## src/rtl/seq_det_pkg.sv

```systemverilog
// Shared defaults and helpers for the parametrised serial sequence detector.
// The default pattern is stored MSB-first, i.e. bit PAT_LEN-1 is received first.
package seq_det_pkg;
    localparam int         SEQ_DET_PAT_LEN_DEF = 4;
    localparam int         SEQ_DET_CNT_W_DEF   = 8;
    localparam logic [3:0] SEQ_DET_DEFAULT_PAT = 4'b1011;

    // The fill counter has to hold every value from 0 up to and including PAT_LEN.
    function automatic int seq_det_fill_w(input int pat_len);
        return $clog2(pat_len + 1);
    endfunction
endpackage

```

## src/rtl/seq_det_cnt.sv

```systemverilog
// Saturating match counter with a sticky saturation flag.
// A clear that lands in the same cycle as an increment leaves the count at 1.
module seq_det_cnt
    import seq_det_pkg::*;
#(
    parameter int CNT_W = SEQ_DET_CNT_W_DEF
) (
    input  logic             clock,
    input  logic             reset,
    input  logic             inc,
    input  logic             clear,
    output logic [CNT_W-1:0] count,
    output logic             sat
);
    always_ff @(posedge clock or negedge reset) begin
        if (!reset) begin
            count <= '0;
            sat   <= 1'b0;
        end else if (clear) begin
            count <= inc ? CNT_W'(1) : '0;
            sat   <= 1'b0;
        end else if (inc) begin
            // Hold at all-ones and remember that a match was lost.
            if (&count) sat <= 1'b1;
            else        count <= count + CNT_W'(1);
        end
    end
endmodule

```

## src/rtl/seq_det_param.sv

```systemverilog
// Serial pattern detector with a runtime-loadable PAT_LEN-bit pattern.
// Overlap mode is selectable per cycle; matches feed a saturating counter.
module seq_det_param
    import seq_det_pkg::*;
#(
    parameter int                 PAT_LEN     = SEQ_DET_PAT_LEN_DEF,
    parameter int                 CNT_W       = SEQ_DET_CNT_W_DEF,
    parameter logic [PAT_LEN-1:0] DEFAULT_PAT = PAT_LEN'(SEQ_DET_DEFAULT_PAT)
) (
    input  logic               clock,
    input  logic               reset,
    input  logic               din_valid,
    input  logic               din,
    input  logic               pat_load,
    input  logic [PAT_LEN-1:0] pat_in,
    input  logic               overlap,
    input  logic               clear,
    output logic               dout,
    output logic [CNT_W-1:0]   match_count,
    output logic               count_sat
);
    localparam int FILL_W = seq_det_fill_w(PAT_LEN);
    localparam logic [FILL_W-1:0] FILL_FULL = FILL_W'(PAT_LEN);

    logic [PAT_LEN-1:0] pattern;
    logic [PAT_LEN-1:0] history;
    logic [FILL_W-1:0]  fill;

    logic [PAT_LEN-1:0] hist_n;
    logic [FILL_W-1:0]  fill_n;
    logic               match;

    always_comb begin
        hist_n = {history[PAT_LEN-2:0], din};
        fill_n = (fill == FILL_FULL) ? FILL_FULL : fill + FILL_W'(1);
        // A load wins over data, so a bit arriving with pat_load never matches.
        match  = din_valid && !pat_load && (fill_n == FILL_FULL) && (hist_n == pattern);
    end

    always_ff @(posedge clock or negedge reset) begin
        if (!reset) begin
            pattern <= DEFAULT_PAT;
            history <= '0;
            fill    <= '0;
            dout    <= 1'b0;
        end else begin
            dout <= match;
            if (pat_load) begin
                pattern <= pat_in;
                history <= '0;
                fill    <= '0;
            end else if (din_valid) begin
                history <= hist_n;
                // Non-overlap: restart the fill so the next match needs PAT_LEN fresh bits.
                fill    <= (match && !overlap) ? '0 : fill_n;
            end
        end
    end

    seq_det_cnt #(.CNT_W(CNT_W)) u_cnt (
        .clock (clock),
        .reset (reset),
        .inc   (match),
        .clear (clear),
        .count (match_count),
        .sat   (count_sat)
    );
endmodule

```

## config.mk

```make
export PLATFORM = sky130hd
export DESIGN_NAME = seq_det_param
export DESIGN_NICKNAME = d
export VERILOG_FILES = /design/src/rtl/seq_det_pkg.sv /design/src/rtl/seq_det_cnt.sv /design/src/rtl/seq_det_param.sv
export SDC_FILE = /design/constraint.sdc
export NUM_CORES = 1
export LEC_CHECK = 0
export ABC_AREA = 1
export BUFFER_PORTS_ARGS = -buffer_cell sky130_fd_sc_hd__buf_2
export CORE_MARGIN = 2
export CORE_UTILIZATION = 54
export CTS_BUF_LIST = sky130_fd_sc_hd__clkbuf_16
export DETAILED_ROUTE_END_ITERATION = 16
export MAX_ROUTING_LAYER = met4
export PLACE_DENSITY_LB_ADDON = 0.3
export SETUP_SLACK_MARGIN = 0.4
export SYNTH_ARGS = -nofsm -noshare
export SYNTH_HDL_FRONTEND = slang
export SYNTH_HIERARCHICAL = 1
export SYNTH_SLANG_ARGS = --single-unit
```

## constraint.sdc

```tcl
create_clock -name clock -period 1.8 [get_ports clock]
set_input_delay 0.27 -clock clock [delete_from_list [all_inputs] [get_ports clock]]
set_output_delay 0.27 -clock clock [all_outputs]
set_load 0.03 [all_outputs]
```

==> flow_summary_export.csv <==
group,metric,value,unit
status,status,"complete, no violations",
critical_path,end_kind,"flip-flop",
floorplan,num_rows,16,
critical_path,cp.required,1.97,ns
timing,fmax,611,MHz
power,ir_drop,699,uV
finish,fill_cells,152,
floorplan,die_y,49.7,um
grt,antenna_found_initial,0,
power,powerDensity,733,nW/um2
clocking,clock_latency,0.25,ns
route,drc,0,
timing,hold_slack,0.229,ns
placement,hpwlAfterDp,1780,um
critical_path,path_cells,"ha_2 -> or2_1 -> nand2_2 -> nor2_4 -> and3_4 -> nand2_4 -> nand2_8 -> buf_4 -> o22ai_2",
critical_path,critPathMaxFanout,6,
critical_path,cp-start-kind,"flip-flop",
grt,grt_pass1_wl,4530,um
critical_path,crit_type,"flip-flop to flip-flop",
route,vias_per_cell,5.11,
synthesis,ys_ff_latch,20,
synthesis,avgSynthCellArea,7.71,um2
finish,fin_util,74.3,%
synthesis,synth_cells,146,
floorplan,floorplan.initialDensity,57.4,%
finish,drive_above_1_share,33.9,%
finish,final_common_cell,"nand2_1",
finish,diodes,0,
grt,track_usage,25.1,%
route,drtIter0Drc,29,
floorplan,fp.coreArea,1960,um2
synthesis,yosysSeqAreaShare,44.8,%
route,antenna_left,0,
timing,setup_ws,0.163,ns
critical_path,critPathMaxStageDelay,0.40,ns
grt,grt_pass1_vias,1046,
grt,grt_max_degree,21,
route,wl_per_cell,13.8,um
timing,tns,0,ns
synthesis,yosysWarnings,6,
timing,setup_viol,0,
clocking,cts.path.max_buffers,2,
route,drt_pre_antenna_iters,4,
power,leakage,0.741,nW
clocking,clock-sinks,20,
finish,area_delta_synth_final,29.4,%
clocking,htreeDepth,1,
synthesis,ys_types,24,
timing,grt_setup_unrepaired,"true",
route,vias,1043,
synthesis,synth_nets,160,
timing,max_slew_margin,69.7,%
grt,grt_overflow,0,
finish,final_cell_mix,"nand2_1 (48), buf_2 (20), inv_1 (17), dfrtp_1 (16), nor2_1 (9)",
placement,place_congestion,0.862,
floorplan,dieArea,2470,um2
critical_path,critPathArrivalTime,1.81,ns
synthesis,syn_area,1130,um2
timing,tightest_slew,0.455,ns
finish,final_nets,192,
synthesis,synth_top_area_cell,"dfrtp_1",
floorplan,ios,21,
critical_path,slowest_stage,"dfrtp_1",
timing,finalMaxSlewViolations,0,
route,drt-total-wl,2820,um
clocking,tritoncts,"done",
timing,period_share,91.0,%
critical_path,critical_path.top_delay_family,"simple AND/OR/NAND/NOR gates",
synthesis,synthDominantCellAreaShare,37.8,%
clocking,numCtsBuffers,3,
placement,pre_cts_ws,0.214,ns
critical_path,path_buf_inv,1,
finish,fin_cells,204,
timing,layout_min_cycle_time,1.64,ns
run,maxCapViolCount,0,
clocking,clockRootBuffer,"clkbuf_16",
placement,numPortBuffers,20,
floorplan,dieWidth,49.7,um
min_path,hold_class,"input pin to flip-flop",
clocking,clk_pin_slew_worst_paths,0.06,ns
synthesis,synth_area_leaders,"dfrtp_1 (38%), nand2_1 (17%), dfstp_2 (7.0%)",
timing,fin_worst_skew,0.00516,ns
placement,placed_cells,192,
timing,hold_viol_final,0,
==> timing repair <==
item / CTS / global route
resized for setup: 0 / 12
endpoints found under the setup margin: 8 / 10
setup buffers: 4 / 3
hold endpoints to repair: 17 / 0
pin swaps: 3 / 8
hold buffers: 1 / 0
==> worst min-delay path: stages <==
cell and delay, ns:
buf_2 0.07, nand2_1 0.04, o21ai_0 0.06
==> where the power goes <==
group | switching, W | internal [W] | total, W
registers | 0.0000103 | 0.000469 | 0.000480
clock network | 0.000165 | 0.000296 | 0.000461
logic | 0.0000764 | 0.0000518 | 0.000128
==> state kept, by name, indices dropped and copies added (netlist names) <==
| register | flops |
|---|---|
| u_cnt/sat | 1 |
| dout | 1 |
| u_cnt/count | 8 |
| pattern | 4 |
| history | 3 |
| fill | 3 |
==> path summary, 6_finish.rpt <==
kind	endpoint	startpoint	cells after the start	slack, ns
worst max-delay path	u_cnt/count[0]	fill[0]	9	0.16
worst min-delay path	pattern[2]	pat_in[2]	3	0.23
worst max register to register	u_cnt/count[0]	fill[0]	9	0.16
worst min register to register	u_cnt/sat	u_cnt/sat	2	0.47
max in group asynchronous	pattern[3]	reset	2	0.97
min in group asynchronous	u_cnt/count[1]	reset	2	0.49
==> kinds of logic after synthesis <==
group	after synthesis	share of synthesized area (%)
simple gates	81	33.0
buf+inv	24	9.22
flops	20	44.8
compound gates	15	7.33
xor+xnor	3	2.33
fa+ha+maj	3	3.33
==> cell usage after synthesis <==
master and count:
o21ai_0 6, a21oi_1 1, and3_1 1, nand4_1 2, inv_1 21, clkinv_4 1
nor3b_1 1, nand2_4 2, or2_1 1, nor2_1 11, nor2_2 2, nand3_1 4
dfrtp_1 17, nand2_2 3, dfstp_2 3, buf_6 1, nand2_1 51, nor2_4 2
clkinv_2 1, ha_1 3, nand3_2 1, o22ai_1 6, xor2_1 3, o21ai_1 2
==> stage by stage <==
step,power [W],instance area [um2]
detailed placement,0.000585,1270
floorplan,0.000549,1150
global route,0.00111,1460
finish,0.00107,1460
global placement,0.000579,1270
CTS,0.00106,1390
==> metal layers <==
metal	routed length, um	global-route usage, %
met5	0	-
met4	77	8.33
met3	127	4.24
met2	1590	48.4
met1	1030	25.0
==> area by class of cell <==
type | instances | area [um2] | area share (%)
multi-input combinational | 102 | 581 | 39.8
clock inverter | 1 | 3.75 | 0.258
clock buffer | 3 | 75.1 | 5.15
sequential | 20 | 505 | 34.7
tap | 27 | 33.8 | 2.32
timing repair buffer | 28 | 166 | 11.4
inverter | 23 | 92.6 | 6.35
No activity file was read; power rests on OpenSTA's default activity.
